===== src/rtl/sa_pkg.sv =====
`default_nettype none
// ============================================================================
// Package     : sa_pkg
// Description : State encoding and arithmetic helpers for the systolic array.
// Revision    : 1.0 - initial release
// ============================================================================
package sa_pkg;

    localparam logic [1:0] c_ST_IDLE  = 2'd0;
    localparam logic [1:0] c_ST_LOAD  = 2'd1;
    localparam logic [1:0] c_ST_FLUSH = 2'd2;
    localparam logic [1:0] c_ST_DRAIN = 2'd3;

    // Full product width plus headroom for K_MAX accumulations.
    function automatic int acc_w_default(input int dw, input int k_max);
        return 2 * dw + $clog2(k_max);
    endfunction

    // Widens a pw-bit product held in the low bits of prod to 64 bits.
    function automatic logic [63:0] ext_prod(input logic [63:0] prod, input int pw,
                                             input bit is_signed);
        logic [63:0] w_ext;
        w_ext = prod;
        if (is_signed && prod[pw-1]) begin
            w_ext = prod | (~64'd0 << pw);
        end
        return w_ext;
    endfunction

endpackage
`default_nettype wire


===== src/rtl/sa_pe.sv =====
`default_nettype none
// ============================================================================
// Module      : sa_pe
// Description : Output-stationary MAC cell with registered a/b pass-through.
// Revision    : 1.0 - initial release
// ============================================================================
module sa_pe
    import sa_pkg::*;
#(
    parameter int DW     = 8,
    parameter int ACC_W  = 24,
    parameter int SIGNED = 1
) (
    input  logic             clk,
    input  logic             rstn,
    input  logic             en,
    input  logic             clr,
    input  logic             shift_en,
    input  logic [DW-1:0]    a_in,
    input  logic [DW-1:0]    b_in,
    input  logic [ACC_W-1:0] acc_in,
    output logic [DW-1:0]    a_out,
    output logic [DW-1:0]    b_out,
    output logic [ACC_W-1:0] acc_out
);

    logic [2*DW-1:0]  w_a_ext;
    logic [2*DW-1:0]  w_b_ext;
    logic [2*DW-1:0]  w_prod;
    logic [ACC_W-1:0] w_prod_ext;
    logic [DW-1:0]    r_a;
    logic [DW-1:0]    r_b;
    logic [ACC_W-1:0] r_acc;

    if (SIGNED != 0) begin : g_signed
        assign w_a_ext = {{DW{a_in[DW-1]}}, a_in};
        assign w_b_ext = {{DW{b_in[DW-1]}}, b_in};
    end else begin : g_unsigned
        assign w_a_ext = {{DW{1'b0}}, a_in};
        assign w_b_ext = {{DW{1'b0}}, b_in};
    end

    // Low 2*DW bits of the extended-operand product are the exact product.
    assign w_prod     = w_a_ext * w_b_ext;
    assign w_prod_ext = ACC_W'(ext_prod(64'(w_prod), 2 * DW, SIGNED != 0));

    always_ff @(posedge clk or negedge rstn) begin
        if (!rstn) begin
            r_a   <= '0;
            r_b   <= '0;
            r_acc <= '0;
        end else if (clr) begin
            r_a   <= '0;
            r_b   <= '0;
            r_acc <= '0;
        end else if (shift_en) begin
            r_acc <= acc_in;
        end else if (en) begin
            r_acc <= r_acc + w_prod_ext;
            r_a   <= a_in;
            r_b   <= b_in;
        end
    end

    assign a_out   = r_a;
    assign b_out   = r_b;
    assign acc_out = r_acc;

endmodule
`default_nettype wire


===== src/rtl/sa_matmul_array.sv =====
`default_nettype none
// ============================================================================
// Module      : sa_matmul_array
// Description : NxN output-stationary systolic C = A*B engine with skewed
//               operand entry and a backpressured column-shift drain.
// Revision    : 1.0 - initial release
// ============================================================================
module sa_matmul_array
    import sa_pkg::*;
#(
    parameter int N      = 4,
    parameter int DW     = 8,
    parameter int K_MAX  = 256,
    parameter int ACC_W  = acc_w_default(DW, K_MAX),
    parameter int SIGNED = 1
) (
    input  logic                       clk,
    input  logic                       rstn,
    input  logic                       start,
    input  logic [$clog2(K_MAX+1)-1:0] k_len,
    output logic                       busy,
    input  logic                       in_valid,
    output logic                       in_ready,
    input  logic [N*DW-1:0]            a_col,
    input  logic [N*DW-1:0]            b_row,
    output logic                       out_valid,
    input  logic                       out_ready,
    output logic [N*ACC_W-1:0]         out_vec,
    output logic                       out_last
);

    localparam int c_KW = $clog2(K_MAX + 1);
    localparam int c_FW = $clog2(2 * N);
    localparam int c_CW = (c_KW > c_FW) ? c_KW : c_FW;

    logic [1:0]       r_state;
    logic [1:0]       w_state_nxt;
    logic [c_CW-1:0]  r_cnt;
    logic [c_KW-1:0]  r_k;
    logic             w_en;
    logic             w_clr;
    logic             w_shift;
    logic             w_step;
    logic             w_load_done;
    logic             w_flush_done;
    logic             w_drain_last;
    logic [N*DW-1:0]  w_a_src;
    logic [N*DW-1:0]  w_b_src;
    logic [DW-1:0]    w_a_edge [N];
    logic [DW-1:0]    w_b_edge [N];
    logic [DW-1:0]    w_a_pe   [N][N];
    logic [DW-1:0]    w_b_pe   [N][N];
    logic [ACC_W-1:0] w_acc    [N][N];

    assign w_en    = ((r_state == c_ST_LOAD) && in_valid) || (r_state == c_ST_FLUSH);
    assign w_clr   = (r_state == c_ST_IDLE) && start;
    assign w_shift = (r_state == c_ST_DRAIN) && out_ready;
    assign w_step  = ((r_state == c_ST_LOAD) && in_valid) || (r_state == c_ST_FLUSH) || w_shift;

    assign w_load_done  = (r_cnt + c_CW'(1)) == c_CW'(r_k);
    assign w_flush_done = r_cnt == c_CW'(2 * N - 3);
    assign w_drain_last = r_cnt == c_CW'(N - 1);

    // Zeros are injected while flushing the wavefront through the grid.
    assign w_a_src = (r_state == c_ST_LOAD) ? a_col : '0;
    assign w_b_src = (r_state == c_ST_LOAD) ? b_row : '0;

    always_ff @(posedge clk or negedge rstn) begin
        if (!rstn) begin
            r_state <= c_ST_IDLE;
        end else begin
            r_state <= w_state_nxt;
        end
    end

    always_comb begin
        w_state_nxt = r_state;
        case (r_state)
            c_ST_IDLE:  if (start) w_state_nxt = (k_len != '0) ? c_ST_LOAD : c_ST_DRAIN;
            c_ST_LOAD:  if (in_valid && w_load_done) w_state_nxt = c_ST_FLUSH;
            c_ST_FLUSH: if (w_flush_done) w_state_nxt = c_ST_DRAIN;
            c_ST_DRAIN: if (out_ready && w_drain_last) w_state_nxt = c_ST_IDLE;
            default:    w_state_nxt = c_ST_IDLE;
        endcase
    end

    // One counter serves beats, flush cycles and drain beats; it restarts on every transition.
    always_ff @(posedge clk or negedge rstn) begin
        if (!rstn) begin
            r_cnt <= '0;
            r_k   <= '0;
        end else begin
            if (w_clr) r_k <= k_len;
            if (r_state != w_state_nxt) r_cnt <= '0;
            else if (w_step)            r_cnt <= r_cnt + c_CW'(1);
        end
    end

    for (genvar gi = 0; gi < N; gi++) begin : g_skew
        if (gi == 0) begin : g_direct
            assign w_a_edge[gi] = w_a_src[gi*DW +: DW];
            assign w_b_edge[gi] = w_b_src[gi*DW +: DW];
        end else begin : g_delay
            logic [DW-1:0] r_a_sr [gi];
            logic [DW-1:0] r_b_sr [gi];
            always_ff @(posedge clk or negedge rstn) begin
                if (!rstn) begin
                    for (int s = 0; s < gi; s++) begin
                        r_a_sr[s] <= '0;
                        r_b_sr[s] <= '0;
                    end
                end else if (w_clr) begin
                    for (int s = 0; s < gi; s++) begin
                        r_a_sr[s] <= '0;
                        r_b_sr[s] <= '0;
                    end
                end else if (w_en) begin
                    r_a_sr[0] <= w_a_src[gi*DW +: DW];
                    r_b_sr[0] <= w_b_src[gi*DW +: DW];
                    for (int s = 1; s < gi; s++) begin
                        r_a_sr[s] <= r_a_sr[s-1];
                        r_b_sr[s] <= r_b_sr[s-1];
                    end
                end
            end
            assign w_a_edge[gi] = r_a_sr[gi-1];
            assign w_b_edge[gi] = r_b_sr[gi-1];
        end
    end

    for (genvar gi = 0; gi < N; gi++) begin : g_row
        for (genvar gj = 0; gj < N; gj++) begin : g_col
            logic [DW-1:0]    w_a_in;
            logic [DW-1:0]    w_b_in;
            logic [ACC_W-1:0] w_acc_in;
            if (gj == 0) begin : g_left
                assign w_a_in   = w_a_edge[gi];
                assign w_acc_in = '0;
            end else begin : g_inner
                assign w_a_in   = w_a_pe[gi][gj-1];
                assign w_acc_in = w_acc[gi][gj-1];
            end
            if (gi == 0) begin : g_top
                assign w_b_in = w_b_edge[gj];
            end else begin : g_below
                assign w_b_in = w_b_pe[gi-1][gj];
            end
            sa_pe #(
                .DW     (DW),
                .ACC_W  (ACC_W),
                .SIGNED (SIGNED)
            ) u_pe (
                .clk      (clk),
                .rstn     (rstn),
                .en       (w_en),
                .clr      (w_clr),
                .shift_en (w_shift),
                .a_in     (w_a_in),
                .b_in     (w_b_in),
                .acc_in   (w_acc_in),
                .a_out    (w_a_pe[gi][gj]),
                .b_out    (w_b_pe[gi][gj]),
                .acc_out  (w_acc[gi][gj])
            );
        end
        assign out_vec[gi*ACC_W +: ACC_W] = w_acc[gi][N-1];
    end

    assign busy      = r_state != c_ST_IDLE;
    assign in_ready  = r_state == c_ST_LOAD;
    assign out_valid = r_state == c_ST_DRAIN;
    assign out_last  = (r_state == c_ST_DRAIN) && w_drain_last;

endmodule
`default_nettype wire


===== config.mk =====
export PLATFORM = sky130hd
export DESIGN_NAME = sa_matmul_array
export DESIGN_NICKNAME = d
export VERILOG_FILES = /design/src/rtl/sa_pkg.sv /design/src/rtl/sa_pe.sv /design/src/rtl/sa_matmul_array.sv
export SDC_FILE = /design/constraint.sdc
export NUM_CORES = 2
export LEC_CHECK = 0
export CAP_MARGIN = 20
export CORE_MARGIN = 5
export CORE_UTILIZATION = 60
export CTS_CLUSTER_SIZE = 24
export DETAILED_ROUTE_END_ITERATION = 8
export PLACE_DENSITY_LB_ADDON = 0.1
export SETUP_SLACK_MARGIN = 0.02
export SYNTH_ARGS = -nofsm -noshare
export SYNTH_HDL_FRONTEND = slang
export SYNTH_HIERARCHICAL = 1
export SYNTH_SLANG_ARGS = --single-unit

===== constraint.sdc =====
create_clock -name clk -period 14.83 [get_ports clk]
set_input_delay 2.966 -clock clk [delete_from_list [all_inputs] [get_ports clk]]
set_output_delay 2.966 -clock clk [all_outputs]
set_load 0.005 [all_outputs]

=== After elaboration in Yosys (flattened, before gate mapping) ===
Index checks and enable logic that the tools add are counted.

* Add/subtract/negate cells: 17
* Multiply operators: 16
* Eq/ne operators: 8
* Multiplexer cells: 158
* Reduce and logical (&&, ||, !) cells: 15

{| class="wikitable"
|+ Operators with widths
! cell !! count
|-
| 2-to-1 mux 24 bit || 68
|-
| 2-to-1 mux 8 bit || 76
|-
| adder 24 bit || 16
|-
| multiplier 8 x 8 -> 16 bit || 16
|-
| 2-to-1 mux 16 bit || 4
|-
| 2-to-1 mux 32 bit || 2
|-
| 2-to-1 mux 9 bit || 2
|-
| 2-to-1 mux 2 bit || 5
|-
| adder 9 x 1 -> 9 bit (second input constant) || 1
|-
| equality test 9 x 2 -> 1 bit (second input constant) || 1
|-
| equality test 9 x 3 -> 1 bit (second input constant) || 1
|-
| equality test 9 bit || 1
|-
| nonzero test 9 bit || 1
|-
| one-hot mux 2 bit (4 select lines) || 1
|-
| logical AND 1 bit || 6
|-
| nonzero test 2 bit || 3
|-
| equality test 2 bit (second input constant) || 2
|-
| nonzero test 3 bit || 1
|-
| equality test 2 x 1 -> 1 bit (second input constant) || 1
|-
| zero test 2 bit || 1
|-
| logical OR 1 bit || 2
|-
| inequality test 2 x 1 -> 1 bit (second input constant) || 1
|-
| inequality test 2 bit || 1
|-
| AND reduction 2 bit || 1
|}

* Bits in registers: 692

=== Depth between registers and ports, before layout ===
* Depth after elaboration: 8
* Depth in mapped cells: 32
* Gate-level depth less buffers: 30

=== Cells and area by module ===
Netlist, hierarchy kept.

{| class="wikitable"
|+ By module, submodules not included
! module !! times used !! cells each !! area each (µm²)
|-
| sa_pe at g_row[2].g_col[3].u_pe ... || 5 || 635 || 5,490.3
|-
| sa_pe at g_row[1].g_col[1].u_pe ... || 5 || 637 || 5,489.0
|-
| sa_pe at g_row[0].g_col[1].u_pe ... || 4 || 633 || 5,441.5
|-
| sa_pe at g_row[2].g_col[2].u_pe || 1 || 637 || 5,465.2
|-
| sa_pe at g_row[0].g_col[0].u_pe || 1 || 633 || 5,439.0
|-
| sa_matmul_array || 1 || 582 || 5,197.5
|}

=== Worst setup path after synthesis ===
Ideal clock, no wire load.

* Path kind: in2reg
* Start point: input port b_row[3]
* End point: register g_row[0].g_col[0].u_pe.r_acc[23]
* Setup time: 0.135 ns
* Arrival: 8.970 ns
* Required time: 14.695 ns
* Path slack: 5.725 ns
* Stages on the path: 25
* Buffers on the path: 0
* Cell sequence: and2_1 > and2_1 > fa_1 > inv_1 > fa_1 > inv_1 > fa_1 > inv_1 > fa_1 > inv_1 > ha_1 > a21o_1 > a21o_1 > a22oi_1 > o211ai_1 > a21oi_1 > xnor2_1 > ha_1 > a21oi_1 > o21ai_1 > or4_1 > o22ai_1 > xnor2_1 > xnor2_1 > o22ai_1

* Longest elaborated chain between the ends: 7

{| class="wikitable"
|+ Ends and longest elaborated chain
! item !! line !! source
|-
| from (decl) || sa_matmul_array.sv:25 || <nowiki>input logic [N*DW-1:0] b_row,</nowiki>
|-
| 2-to-1 mux 32 bit || sa_matmul_array.sv:66 || <nowiki>assign w_b_src = (r_state == c_ST_LOAD) ? b_row : '0;</nowiki>
|-
| multiplier 8 x 8 -> 16 bit || sa_pe.sv:44 || <nowiki>assign w_prod = w_a_ext * w_b_ext;</nowiki>
|-
| 2-to-1 mux 24 bit || sa_pkg.sv:24 || <nowiki>if (is_signed && prod[pw-1]) begin</nowiki>
|-
| adder 24 bit || sa_pe.sv:59 || <nowiki>r_acc <= r_acc + w_prod_ext;</nowiki>
|-
| 2-to-1 mux 24 bit || sa_pe.sv:58 || <nowiki>end else if (en) begin</nowiki>
|-
| 2-to-1 mux 24 bit || sa_pe.sv:56 || <nowiki>end else if (shift_en) begin</nowiki>
|-
| 2-to-1 mux 24 bit || sa_pe.sv:52 || <nowiki>end else if (clr) begin</nowiki>
|-
| to (signal assigned) || sa_pe.sv:57 || <nowiki>r_acc <= acc_in;</nowiki>
|-
| to (signal assigned) || sa_pe.sv:59 ||
|-
| to (decl) || sa_pe.sv:33 || <nowiki>logic [ACC_W-1:0] r_acc;</nowiki>
|}

No other way between the ends. The select of a mux whose other input is x is not followed.
A chain may end at the register's enable or synchronous reset.

=== Worst setup path after layout ===
* Start point: input port b_row[3]
* End point: register g_row[0].g_col[0].u_pe.r_acc[23]

* Longest elaborated chain between the ends: 7

{| class="wikitable"
|+ Ends and longest elaborated chain
! item !! line !! source
|-
| 2-to-1 mux 32 bit || sa_matmul_array.sv:66 ||
|-
| via w_b_src[3] || sa_matmul_array.sv:48 || <nowiki>logic [N*DW-1:0] w_b_src;</nowiki>
|-
| multiplier 8 x 8 -> 16 bit || sa_pe.sv:44 ||
|-
| 2-to-1 mux 24 bit || sa_pkg.sv:24 ||
|-
| adder 24 bit || sa_pe.sv:59 ||
|-
| 2-to-1 mux 24 bit || sa_pe.sv:58 ||
|-
| 2-to-1 mux 24 bit || sa_pe.sv:56 ||
|-
| 2-to-1 mux 24 bit || sa_pe.sv:52 ||
|}

The timed path passes the listed nets, and every way through them passes these cells. The select of a mux whose other input is x is not followed.

==> results.ini <==
[drt]
dr.first_iter.drc_count = 5210
drc_errors = 0
wl_per_cell_um = 18.4
ant_nets = 0
drtPass1Iterations = 9
vias = 73000
wirelength_um = 232000
via_per_inst = 5.78

[hold_path]
whs_endpoint = g_skew[2].g_delay.r_a_sr[12]$_DFFE_PN0P_
hold_class = flip-flop to flip-flop
worstHoldStart = g_skew[2].g_delay.r_a_sr[12]$_DFFE_PN0P_
min_path_cells = 2

[finish]
n_fill_cell = 12700
final_area_um2 = 97300
nets = 12400
syn2layout_area_growth_pct = 7.65
layout-drive-gt1-share = 0.0389
antennaDiodeCount = 0

[critical_path]
cp_slowest_stage_delay_ns = 0.61
crit_slowest_cell = fa_1
r2r_cells = 29
crit_required_ns = 15.39
crit_fanout = 11
timing.rr.start = r_state[1]$_DFF_PN0_
critPathLaunchType = input port
crit_family = adder cells
critPathKind = input port to flip-flop
arrival_ns = 9.82
cp-end-kind = flip-flop
reg2reg_slack_ns = 6.85
critical_path_buf_inv_count = 6
r2r_end = g_row[0].g_col[0].u_pe/acc_out[23]$_DFFE_PN0P_

[place]
place.gp.congestion = 0.929
pre_cts_slack_ns = 4.53
port_buffers = 177
dpl-instance-area_um2 = 94100
dp_hpwl_um = 179000

[timing]
max_freq_mhz = 108
final-setup-viol-count = 0
min_period_ns = 9.26
final-max-slew-violation-count = 0
worst_pin_slew_ns = 1.12
hold_violations = 0
fin_tns_setup_ns = 0
holdWs_ns = 0.478
final.setup_skew_ns = 0.0325
rsz0062_at_grt = false
max_slew_margin = 0.252
fin_crit_sh = 0.624
layout_setup_ws_ns = 5.57

[run_status]
status = completed

[die]
rows = 142
dieArea_um2 = 158000
die_h_um = 398
die_w_um = 398
io_pins = 178
coreArea_um2 = 150000
start_util = 0.603

[cts]
cts_setup_buffers = 0
cts.clk_slew.worst_paths_ns = 0.06
cts_resized = 0
cts_buffer_depth = 3
cts_tree = built
cts_made_buffers = 88
htreeDepth = 3
clock_latency_ns = 0.70
holdBufCountCts = 0
clock-root-buffer = clkbuf_16
cts_sinks = 692

[global_routing]
grt_pass1_wl_um = 389000
grt_overflow = 0
grt_max_degree = 196
antenna_found_initial = 4
grt_pass1_vias = 75100
grt.total_usage = 0.298

[synthesis]
ys_warn_count = 6
postSynthAreaPerCell_um2 = 8.62
netlist_instances = 10500
netlist_area_um2 = 90300

[power]
p_leak_nw = 48.9
finalPower_w = 0.0161
power_density_nw_per_um2 = 166
ir_worst_vdd_mv = 0.212

[run]
drv_cap = 0

## flip-flops by register name, indices dropped and copies added, names as in the netlist
| name | flops |
|---|---|
| g_row.g_col.u_pe/a_out | 96 |
| g_row.g_col.u_pe/acc_out | 384 |
| g_row.g_col.u_pe/b_out | 96 |
| g_row.g_col.w_a_in | 24 |
| g_row.g_col.w_b_in | 24 |
| g_skew.g_delay.r_a_sr | 24 |
| g_skew.g_delay.r_b_sr | 24 |
| r_cnt | 9 |
| r_k | 9 |
| r_state | 2 |
## final cells by class
class | instances | area (um^2) | share of cell area
repair buffers | 227 | 2250 | 0.0232
inverters | 1615 | 6070 | 0.0624
flip-flops and latches | 692 | 17300 | 0.178
multi-input cells | 7925 | 66000 | 0.678
clock buffers | 114 | 2460 | 0.0253
clock inverters | 51 | 664 | 0.00683
well taps | 2016 | 2520 | 0.0259
## where the power goes
part / switching [W] / internal [W]
Sequential: 0.00117 / 0.00251
Clock: 0.000947 / 0.00139
Combinational: 0.00595 / 0.00415
## worst max-delay path by stage
| stage | to | cells after the start | startpoint |
|---|---|---|---|
| after detailed placement | g_row[0].g_col[0].u_pe/acc_out[23]$_DFFE_PN0P_ | 25 | a_col[2] |
| after global routing | g_row[0].g_col[0].u_pe/acc_out[23]$_DFFE_PN0P_ | 27 | b_row[3] |
| after floorplan | g_row[0].g_col[0].u_pe/acc_out[23]$_DFFE_PN0P_ | 25 | b_row[3] |
| final | g_row[0].g_col[0].u_pe/acc_out[23]$_DFFE_PN0P_ | 27 | b_row[3] |
| after CTS | g_row[0].g_col[0].u_pe/acc_out[23]$_DFFE_PN0P_ | 25 | a_col[2] |
| after global placement | g_row[0].g_col[0].u_pe/acc_out[23]$_DFFE_PN0P_ | 25 | a_col[1] |
## layer usage
layer  GRT usage  up-vias  wire length (um)
met5           0        -                 0
met4      0.0757        0              5490
met3      0.0300      324             11200
met2       0.499     1743            110000
met1       0.417    36100            106000
li1            -    34800                 -
## placed cells by master, fill, tap and decap left out, drive strengths merged, types with 24 or more instances in the layout
cell type	count
inv	1618
nand2	1050
fa	896
a21oi	872
ha	866
and2	729
dfrtp	692
nor2	497
xnor2	374
o21ai	329
nor2b	245
nor3	187
a21o	185
clkdlybuf4s50	176
a211oi	140
xor2	135
a221oi	124
clkbuf	114
nand3	106
mux2i	97
conb	96
o21bai	91
a31oi	66
nand2b	64
and3	59
o21a	51
buf	51
or3	50
o211ai	50
o22ai	46
nand4	44
mux2	44
a22oi	38
a211o	38
o31ai	32
clkinv	31
nor3b	28
a311oi	26
nand3b	24
## per-stage QoR
step,std cells,utilization
final,12600,0.649
after CTS,12600,0.649
after global placement,12500,0.628
after floorplan,10600,-
after detailed placement,12500,0.628
after global routing,12600,0.649
## tightest hold or removal path, cell delays in order (launching register included)
cell	delay, ns
dfrtp_1	0.34
nand2_1	0.05
o21ai_0	0.06
Power figures use the tool's default switching activity.
